[src/rtl/rv_types.sv]
// ============================================================================
//  Module      : rv_types (package)
//  Description : Shared types for the rv_core memory subsystem. Holds the
//                arbiter state encoding and the read-return owner record.
//  Contents    : arb_state_t - arbiter FSM state (S_RUN, S_INSN)
//                rsrc_t      - owner of the memory beat returning next cycle
//  Revision    : 1.0 - initial release
// ============================================================================
`default_nettype none

package rv_types;

    // S_RUN : normal pass-through / data beat of a conflict
    // S_INSN: deferred fetch beat of a conflict
    typedef enum logic [0:0] {
        S_RUN  = 1'b0,
        S_INSN = 1'b1
    } arb_state_t;

    // Which port(s) consume m_dr on the following cycle.
    typedef struct packed {
        logic i;
        logic d;
    } rsrc_t;

endpackage

`default_nettype wire

[src/rtl/rv_mem_arb.sv]
// ============================================================================
//  Module      : rv_mem_arb
//  Description : Merges the rv_core fetch port (i_*) and data port (d_*) onto
//                one shared synchronous memory port (m_*). A cycle where both
//                ports request is serialised: data beat first, then the fetch
//                beat, with the core stalled by i_rdy/d_rdy low. Conflict
//                stall cycles are counted in a saturating counter.
//  Ports       : clk, xreset (async, active-low)
//                i_adr/i_re -> i_dr/i_rdy              fetch port
//                d_adr/d_re/d_we/d_dw -> d_dr/d_rdy    data port
//                m_adr/m_re/m_we/m_dw <- m_dr/m_rdy    shared memory port
//                stall_cnt                             conflict stall cycles
//  Revision    : 1.0 - initial release
// ============================================================================
`default_nettype none

module rv_mem_arb
    import rv_types::*;
#(
    parameter int AW   = 32,
    parameter int CNTW = 32
) (
    input  logic            clk,
    input  logic            xreset,
    // fetch port
    input  logic [AW-1:0]   i_adr,
    input  logic            i_re,
    output logic [31:0]     i_dr,
    output logic            i_rdy,
    // data port
    input  logic [AW-1:0]   d_adr,
    input  logic            d_re,
    input  logic [3:0]      d_we,
    input  logic [31:0]     d_dw,
    output logic [31:0]     d_dr,
    output logic            d_rdy,
    // shared memory port
    output logic [AW-1:0]   m_adr,
    output logic            m_re,
    output logic [3:0]      m_we,
    output logic [31:0]     m_dw,
    input  logic [31:0]     m_dr,
    input  logic            m_rdy,
    // performance counter
    output logic [CNTW-1:0] stall_cnt
);

    localparam logic [CNTW-1:0] c_cnt_one = {{(CNTW-1){1'b0}}, 1'b1};
    localparam logic [CNTW-1:0] c_cnt_max = {CNTW{1'b1}};

    arb_state_t       r_state;
    arb_state_t       w_state_n;
    rsrc_t            r_rsrc;
    rsrc_t            w_rsrc_n;
    logic [31:0]      r_d_hold;
    logic             r_dh_v;
    logic             r_cap;        // first cycle of S_INSN: data beat is on m_dr
    logic [CNTW-1:0]  r_stall_cnt;

    logic             w_dreq;
    logic             w_d_rd;       // data read that actually reaches memory
    logic             w_rdy;
    logic             w_stall;
    logic             w_conf_acc;   // conflict data beat accepted this cycle

    // ------------------------------------------------------------------
    // State register and datapath registers
    // ------------------------------------------------------------------
    always_ff @(posedge clk or negedge xreset) begin
        if (!xreset) begin
            r_state     <= S_RUN;
            r_rsrc      <= '0;
            r_d_hold    <= '0;
            r_dh_v      <= 1'b0;
            r_cap       <= 1'b0;
            r_stall_cnt <= '0;
        end else begin
            r_state <= w_state_n;
            r_rsrc  <= w_rsrc_n;
            r_cap   <= w_conf_acc;

            // A new conflict read takes priority over clearing a consumed hold.
            if (w_conf_acc) begin
                r_dh_v <= w_d_rd;
            end else if (r_rsrc.d && r_dh_v) begin
                r_dh_v <= 1'b0;
            end

            // Only the first S_INSN cycle carries the data beat; later
            // wait-state cycles see unrelated m_dr and must not overwrite it.
            if (r_cap && r_dh_v) begin
                r_d_hold <= m_dr;
            end

            if (w_stall && (r_stall_cnt != c_cnt_max)) begin
                r_stall_cnt <= r_stall_cnt + c_cnt_one;
            end
        end
    end

    // ------------------------------------------------------------------
    // Next-state and memory-port steering
    // ------------------------------------------------------------------
    always_comb begin
        w_dreq     = d_re | (d_we != 4'b0000);
        w_d_rd     = d_re & (d_we == 4'b0000);   // a write wins over a read
        w_state_n  = r_state;
        w_rsrc_n   = '0;
        w_rdy      = 1'b1;
        w_stall    = 1'b0;
        w_conf_acc = 1'b0;
        m_adr      = i_adr;
        m_re       = 1'b0;
        m_we       = 4'b0000;
        m_dw       = d_dw;

        case (r_state)
            S_RUN: begin
                if (w_dreq) begin
                    m_adr = d_adr;
                    m_re  = w_d_rd;
                    m_we  = d_we;
                    if (i_re) begin
                        w_rdy   = 1'b0;
                        w_stall = 1'b1;
                        if (m_rdy) begin
                            w_state_n  = S_INSN;
                            w_conf_acc = 1'b1;
                        end
                    end else begin
                        w_rdy      = m_rdy;
                        w_rsrc_n.d = m_rdy & w_d_rd;
                    end
                end else if (i_re) begin
                    m_re       = 1'b1;
                    w_rdy      = m_rdy;
                    w_rsrc_n.i = m_rdy;
                end
            end
            S_INSN: begin
                // Write enables stay low: the data write already completed.
                m_re  = 1'b1;
                w_rdy = m_rdy;
                if (m_rdy) begin
                    w_rsrc_n.i = 1'b1;
                    w_rsrc_n.d = r_dh_v;
                    w_state_n  = S_RUN;
                end else begin
                    w_stall = 1'b1;
                end
            end
            default: begin
                w_state_n = S_RUN;
            end
        endcase
    end

    // ------------------------------------------------------------------
    // Outputs
    // ------------------------------------------------------------------
    // One shared ready gives the core a single global stall.
    assign i_rdy     = w_rdy;
    assign d_rdy     = w_rdy;
    assign i_dr      = r_rsrc.i ? m_dr : 32'h0;
    assign d_dr      = r_rsrc.d ? (r_dh_v ? r_d_hold : m_dr) : 32'h0;
    assign stall_cnt = r_stall_cnt;

endmodule

`default_nettype wire

[config.mk]
export PLATFORM = sky130hd
export DESIGN_NAME = rv_mem_arb
export DESIGN_NICKNAME = d
export VERILOG_FILES = /design/src/rtl/rv_types.sv /design/src/rtl/rv_mem_arb.sv
export SDC_FILE = /design/constraint.sdc
export NUM_CORES = 1
export LEC_CHECK = 0
export CORE_AREA = 4 4 115 117
export CTS_CLUSTER_SIZE = 20
export DETAILED_ROUTE_END_ITERATION = 10
export DIE_AREA = 0 0 119 121
export GPL_ROUTABILITY_DRIVEN = 0
export PLACE_DENSITY = 0.92
export SLEW_MARGIN = 0
export SYNTH_ARGS = -nofsm -noshare
export SYNTH_HDL_FRONTEND = slang
export SYNTH_SLANG_ARGS = --single-unit
[constraint.sdc]
create_clock -name clk -period 6.6 [get_ports clk]
set_input_delay 1.98 -clock clk [delete_from_list [all_inputs] [get_ports clk]]
set_output_delay 1.98 -clock clk [all_outputs]
set_load 0.01 [all_outputs]
# --- After elaboration in Yosys (flattened, before gate mapping) ---
# Index checks and enable logic that the tools add are counted.
op_classes:
  addsub: 1
  eq_ne: 1
  muxes: 30
  bitwise_logic: 4
  reduce_logical: 6
op_table:
  columns: ["op", "n"]
  rows:
  - ["32-bit two-way mux", 5]
  - ["32-bit by 1-bit adder with 32-bit output, second input constant", 1]
  - ["32-bit inequality test, second input constant", 1]
  - ["1-bit two-way mux", 17]
  - ["4-bit two-way mux", 2]
  - ["1-bit case mux with 2 select lines", 4]
  - ["4-bit logical NOT", 1]
  - ["2-bit case mux with 2 select lines", 1]
  - ["4-bit nonzero test", 1]
  - ["1-bit logical AND", 3]
  - ["1-bit AND", 2]
  - ["2-bit two-way mux", 1]
  - ["2-bit nonzero test", 1]
  - ["1-bit NOT", 1]
  - ["1-bit OR", 1]
totals:
  ff_bits: 69
  inputBits: 137
  output_inout_bits: 167
  wordCells: 49

# --- Longest topological paths before layout ---
# Gate-level depths: netlist of the first run.
logic_depth:
  ltp_word: 6
  ltp_mapped: 7
  ltp_nobuf: 6

# --- Worst setup path before layout of the first run ---
# No wires, ideal clock.
synth_timing:
  path_kind: "input port to output port"
  start: "in d_we[0]"
  end: "out i_rdy"
  arrival_ns: 3.257
  required_ns: 4.620
  slack_ns: 1.363
  path_stages: 6
  path_cell_list: "nor4_4 -> and2b_1 -> nor2_1 -> buf_2 -> o22ai_1 -> buf_4"
synth_via:
  elab_chain_len: 4
synth_rtl:
  columns: ["element", "line", "source"]
  rows:
  - ["start, declared", "rv_mem_arb.sv:33", "input logic [3:0] d_we,"]
  - ["4-bit nonzero test", "rv_mem_arb.sv:105", "w_dreq = d_re | (d_we != 4'b0000);"]
  - ["1-bit OR", "rv_mem_arb.sv:105", null]
  - ["1-bit two-way mux", "rv_mem_arb.sv:119", "if (w_dreq) begin"]
  - ["1-bit case mux with 2 select lines", "rv_mem_arb.sv:117", "case (r_state)"]
  - ["end, declared", "rv_mem_arb.sv:29", "output logic i_rdy,"]
# Every way passes these cells.

# --- Final worst setup path of the first run ---
layout_timing:
  start: "in d_we[0]"
  end: "out m_adr[15]"
layout_via:
  elab_chain_len: 4
layout_rtl:
  columns: ["element", "line", "source"]
  rows:
  - ["4-bit nonzero test", "rv_mem_arb.sv:105", null]
  - ["1-bit OR", "rv_mem_arb.sv:105", null]
  - ["32-bit two-way mux", "rv_mem_arb.sv:119", null]
  - ["32-bit two-way mux", "rv_mem_arb.sv:117", null]
  - ["end, declared", "rv_mem_arb.sv:38", "output logic [AW-1:0] m_adr,"]
# Every way passes these cells.

==> results by group, run 1 <==
Critical path
  • Cell Chain, Critical Path: clkdlybuf4s50_1 > nor4_4 > and2b_1 > nor2_2 > buf_4 > mux2_2 > clkdlybuf4s50_1
  • WP data arrival: 4.33 ns
  • Slowest stage cell, crit path: clkdlybuf4s50_1
  • Crit-path most repeated cell: clkdlybuf4s50_1
  • CP Buf/Inv Count: 3
  • CP max FO: 16
  • Max incr delay on CP: 0.55 ns
  • Crit-path leading delay family: buffers and inverters
  • Reg2Reg Setup Slack: 4.31 ns
  • Reg-to-reg startpoint: r_state
  • Worst Setup Start Kind: primary input
  • Crit. End Element: primary output
  • Kind of critical path: primary input to primary output
  • Worst reg2reg path endpoint: stall_cnt[23]
  • R2R depth: 5
  • Critical path required time: 4.62 ns

Cells and area
  • Fin nets: 752
  • Multi-input logic area: 0.00236 mm^2
  • Share of post-route cells with drive strength above 1: 15.3%
  • Antenna cells: 0
  • Leading cell type in the layout, fill and taps excluded: clkdlybuf4s50_1
  • Fillers: 1,013
  • Synth-to-Final Area Change: 59.6%
  • Post-layout util: 57.3%
  • Register area: 0.00173 mm^2
  • Most frequent cells in the layout: 238 x clkdlybuf4s50_1, 68 x dfrtp_1, 65 x mux2_2

CTS
  • CTS resizes: 0
  • Clock root cell: clkbuf_16
  • Postcts setup bufs: 0
  • Clk pin slew, worst setup/hold paths: 0.05 ns
  • CTS tree: yes
  • Cts hold-fix bufs: 0
  • CTS sink count: 69
  • Clk_lat worst skew: 0.32 ns
  • Clock buffer depth: 2
  • CTS buffer count: 9
  • H-tree depth: 3

Min path
  • WHS Endpoint: r_d_hold[5]
  • Worst min-delay path class: flop to flop
  • Critical hold path startpoint: r_d_hold[5]
  • Hold path depth: 1

Floorplanning
  • Area of the core: 0.0124 mm^2
  • Die Wd: 119 um
  • Initial Util: 35.9%
  • Die height: 121 um
  • I/O pins: 304
  • Core Rows: 41
  • DIE AREA: 0.0144 mm^2

Timing
  • Period utilization: 95.6%
  • Slew HR: 35.6%
  • Max Clk Rate: 158 MHz
  • Endpoints failing hold: 0
  • Final setup violation count: 0
  • Clock Skew: 0.00992 ns
  • Final Critical Period: 6.31 ns
  • RSZ-0062 raised after global routing: false
  • WHS: 0.501 ns
  • Final setup TNS: 0 ns
  • Slew Limit Fails: 0
  • Least-Margin Pin Slew: 0.966 ns

Drt
  • Wire length per cell: 17.2 um
  • DRT antenna net count: 0
  • Drt drc: 0
  • Vias per Instance: 4.83
  • WL met2: 6490 um
  • Final wirelength: 13,600 um
  • Number of DRC violations after detailed-routing iteration 0: 175
  • Router iterations before antenna repair: 4
  • DRT met1 WL: 5850 um
  • Top sig layer: met4
  • Met3 wire len: 1070 um
  • Via count: 3,820

Synthesis
  • Flop and latch count out of synthesis: 69
  • Async set-reset flop share out of synthesis: 100%
  • Count of cell types in the netlist: 37
  • Avg Inst Size Synth: 10.8 um^2
  • Synth area leaders: dfrtp_1 39%, mux2_2 16%, mux2i_1 7.4%, buf_4 5.6%, xnor2_1 5.1%
  • Cell taking the most area after synthesis: dfrtp_1
  • Number of flops mapped to enable cells by yosys: 0
  • Post-Syn Nets: 550
  • Synth top area share: 38.9%
  • Synthesized instance count: 412
  • Synth warnings: 0
  • Syn Std Cell Area: 0.00444 mm^2
  • Register area share after synthesis: 38.9%
  • Ys flop type: dfrtp_1

Global route
  • Pin count of the biggest net entering global routing: 70
  • Initial antenna violation count: 0
  • Vias in the first global route: 4,017
  • First-pass GRT wire length: 21,200 um
  • Tot GR Track Use: 18.2%
  • Aggregate global routing overflow: 0

Run
  • Number of max-cap violations: 0

Power
  • Pwr/cell area: 220 mW/mm^2
  • VDD IR-drop max: 0.178 mV
  • Leakage: 2.72 nW

Status
  • Outcome: completed

Placed design
  • I/O Buffers: 239
  • Detailed Place HPWL: 10,700 um
[per-layer routing]
metal / up-vias / GRT usage, %
met1: 1846 / 23.7
met3: 19 / 5.83
li1: 1806 / -
met2: 149 / 29.3
met4: 0 / 5.00
met5: - / 0
[registers in the layout, summed over array words and instances (netlist names)]
register	flops
stall_cnt	32
r_dh_v	1
r_d_hold	32
r_rsrc	2
r_state	1
r_cap	1
[through the flow]
| step | setup slack (ns) | total power, mW | cells | area (um^2) |
|---|---|---|---|---|
| 6_report | 0.288 | 1.56 | 791 | 7080 |
| 5_1_grt | 0.182 | 1.64 | 791 | 7080 |
| 4_1_cts | 0.253 | 1.58 | 791 | 7080 |
| 3_5_place_dp | 0.262 | 1.01 | 775 | 6740 |
| 3_3_place_gp | 0.414 | 0.990 | 775 | 6740 |
| 2_1_floorplan | 1.36 | 0.793 | 412 | 4440 |
[report_power, final]
part           switching (mW)  internal [mW]
combinational           0.151          0.266
sequential             0.0774          0.510
clock                   0.172          0.381
[worst reg2reg max path, stage by stage (launching register included)]
cell	delay (ns)
dfrtp_1	0.60
nor2_1	0.14
a221o_4	0.50
a31oi_4	0.53
nand4_1	0.23
xnor2_1	0.18
[cells by family after synthesis]
group / count (synthesis) / share of synthesized area, %
buffers and inverters: 55 / 7.92
xor gates and xnor gates: 29 / 5.72
muxes: 98 / 23.9
DFF: 69 / 38.9
adders and majority gates: 1 / 0.282
and+or+nand+nor: 146 / 20.6
AOI/OAI and AO/OA: 14 / 2.65
[worst max path at each step]
stage	cells after the start	to	from	slack (ns)
2_1_floorplan	6	i_rdy	d_we[0]	1.36
3_3_place_gp	7	m_adr[21]	d_we[0]	0.41
3_5_place_dp	7	m_adr[15]	d_we[0]	0.26
4_1_cts	7	m_adr[15]	d_we[0]	0.25
5_1_grt	7	m_adr[15]	d_we[0]	0.18
6_report	7	m_adr[15]	d_we[0]	0.29
[cell usage after synthesis (all sizes together), types with 3 or more instances]
| master | count |
|---|---|
| xor2 | 3 |
| nor4 | 3 |
| buf | 44 |
| inv | 3 |
| o21ai | 3 |
| and4 | 7 |
| and2b | 3 |
| a21oi | 4 |
| nor3 | 4 |
| dfrtp | 69 |
| nor2b | 34 |
| and3 | 8 |
| mux2 | 65 |
| mux2i | 33 |
| nand2 | 14 |
| xnor2 | 26 |
| nand3 | 12 |
| nand4 | 15 |
| and2 | 37 |
| nor2 | 8 |
| clkbuf | 8 |
[area by class of cell]
type	count	share of cell area [%]
Timing Repair Buffer	243	34.1
Multi-Input combinational cell	288	33.4
Sequential cell	69	24.4
Clock buffer	11	3.43
Tap cell	172	3.04
Clock inverter	5	1.50
Inverter	3	0.159
No activity file was read; power rests on OpenSTA's default activity.
==> inputs of run 2 (changes only) <==
- CTS_BUF_LIST: default -> sky130_fd_sc_hd__clkbuf_16
- SKIP_LAST_GASP: default -> 1
==> run 2 against run 1 <==
  * Critical path depth unchanged
  * Clock power down 2%
  * Via count up 0.26%
  * Non-clock buffer count unchanged
  * Routed wire length up 0.19%
  * Maximum frequency about the same
  * Sequential power about the same
  * Die area unchanged
  * Cell count unchanged
  * First-iteration DRC count down 14%
  * Sequential share of layout area about the same
  * Largest cell class unchanged
  * Highest routed layer unchanged
==> results by group, run 2 (synthesis gave the netlist of run 1 again) <==
Power
  • Leakage: 2.72 nW
  • Pwr/cell area: 218 mW/mm^2
  • VDD IR-drop max: 0.178 mV

Global route
  • Gr busiest metal: met2
  • GRT met2 Usage: 29.4%
  • Initial antenna violation count: 0
  • Aggregate global routing overflow: 0
  • First-pass GRT wire length: 21,300 um
  • Met3 usage: 5.83%
  • GR Util met1: 23.7%
  • Vias in the first global route: 4,017
  • Pin count of the biggest net entering global routing: 70
  • Tot GR Track Use: 18.3%

Timing
  • Period utilization: 95.7%
  • Slew HR: 34.0%
  • Max Clk Rate: 158 MHz
  • Final setup TNS: 0 ns
  • Slew Limit Fails: 0
  • RSZ-0062 raised after global routing: false
  • Endpoints failing hold: 0
  • Clock Skew: 0.00975 ns
  • Final setup violation count: 0
  • Least-Margin Pin Slew: 0.990 ns
  • Final Critical Period: 6.31 ns

Critical path
  • WP data arrival: 4.33 ns
  • Critical path required time: 4.62 ns
  • Worst Setup Start Kind: primary input
  • CP max FO: 16
  • Reg-to-reg startpoint: r_state
  • Crit. Startpoint: d_we[0]
  • Kind of critical path: primary input to primary output
  • Crit. End Element: primary output

Status
  • Outcome: completed

Drt
  • Vias per Instance: 4.84
  • Wire length per cell: 17.2 um
  • Number of DRC violations after detailed-routing iteration 0: 151
  • Via count: 3,830
  • DRT antenna net count: 0
  • Final wirelength: 13,600 um
  • Drt drc: 0
  • Router iterations before antenna repair: 4

Cells and area
  • Fin nets: 752
  • Most frequent cells in the layout: 238 x clkdlybuf4s50_1, 68 x dfrtp_1, 65 x mux2_2
  • Leading cell type in the layout, fill and taps excluded: clkdlybuf4s50_1
  • Antenna cells: 0
  • Share of post-route cells with drive strength above 1: 15.2%
  • Post-layout util: 57.2%
  • Synth-to-Final Area Change: 59.4%

Min path
  • Worst min-delay path class: flop to flop
  • Critical hold path startpoint: r_d_hold[3]

CTS
  • Clock root cell: clkbuf_16
  • CTS sink count: 69
  • CTS resizes: 0
  • Clk pin slew, worst setup/hold paths: 0.05 ns
  • Clk_lat worst skew: 0.32 ns
  • Clock buffer depth: 2
  • Postcts setup bufs: 0
  • CTS tree: yes
  • Cts hold-fix bufs: 0
  • CTS buffer count: 9
  • H-tree depth: 3

Floorplanning
  • Die Wd: 119 um
  • Initial Util: 35.9%
  • Die height: 121 um
  • Area of the core: 0.0124 mm^2
  • Core Rows: 41
  • I/O pins: 304
  • DIE AREA: 0.0144 mm^2

Run
  • Number of max-cap violations: 0

Placed design
  • Detailed Place HPWL: 10,700 um
  • I/O Buffers: 239
run 2: cell types whose count changed in the layout (fill, tap and decap cells not counted):
cell / change
inv_1: +1
clkbuf_8: -1
clkinv_1: +1
clkbuf_1: -1
run 2: final cells by class:
cell class / instances / area, um^2
clock buffers: 9 / 225
clock inverters: 7 / 114
fillers: 1018 / 5290
inverters: 3 / 11.3
multi-input cells: 288 / 2360
flip-flops and latches: 69 / 1730
well taps: 172 / 215
repair buffers: 243 / 2420
run 2: where the power goes:
part,total [mW],switching (mW),internal (mW)
clock,0.541,0.173,0.367
combinational,0.417,0.151,0.266
sequential,0.588,0.0780,0.510
total,1.55,0.402,1.14
run 2: final timing paths:
check / endpoint / slack [ns] / depth (start not counted)
max in group asynchronous: r_dh_v / 4.11 / 2
min in group asynchronous: r_d_hold[20] / 1.86 / 2
worst min-delay path: r_d_hold[3] / 0.50 / 1
worst max register to register: stall_cnt[23] / 4.31 / 5
worst max-delay path: m_adr[15] / 0.29 / 7
worst min register to register: r_d_hold[3] / 0.50 / 1
run 2: metal layers:
metal	share of wire, %	vias to the layer above
li1	-	1806
met3	8.1	19
met4	1.5	0
met5	0	-
met1	43	1851
met2	48	154
run 2: critical path, cell delays in order:
cell	delay, ns
clkdlybuf4s50_1	0.48
nor4_4	0.50
and2b_1	0.23
nor2_2	0.10
buf_4	0.24
mux2_2	0.24
clkdlybuf4s50_1	0.55
run 2: stage by stage:
step                      worst slack [ns]  total power, mW  hold slack, ns  instances  area (um^2)
final                                0.286             1.55           0.504        791         7070
after global routing                 0.182             1.63           0.522        791         7070
after detailed placement             0.262             1.01           0.493        775         6740
after floorplan                       1.36            0.793           0.479        412         4440
after global placement               0.414            0.990           0.476        775         6740
after CTS                            0.253             1.56           0.505        791         7070
==> inputs of run 3 (changes only) <==
- CAP_MARGIN: default -> 25
==> results of run 3 <==
No change in the layout: final DEF, timing and power equal those of run 2.
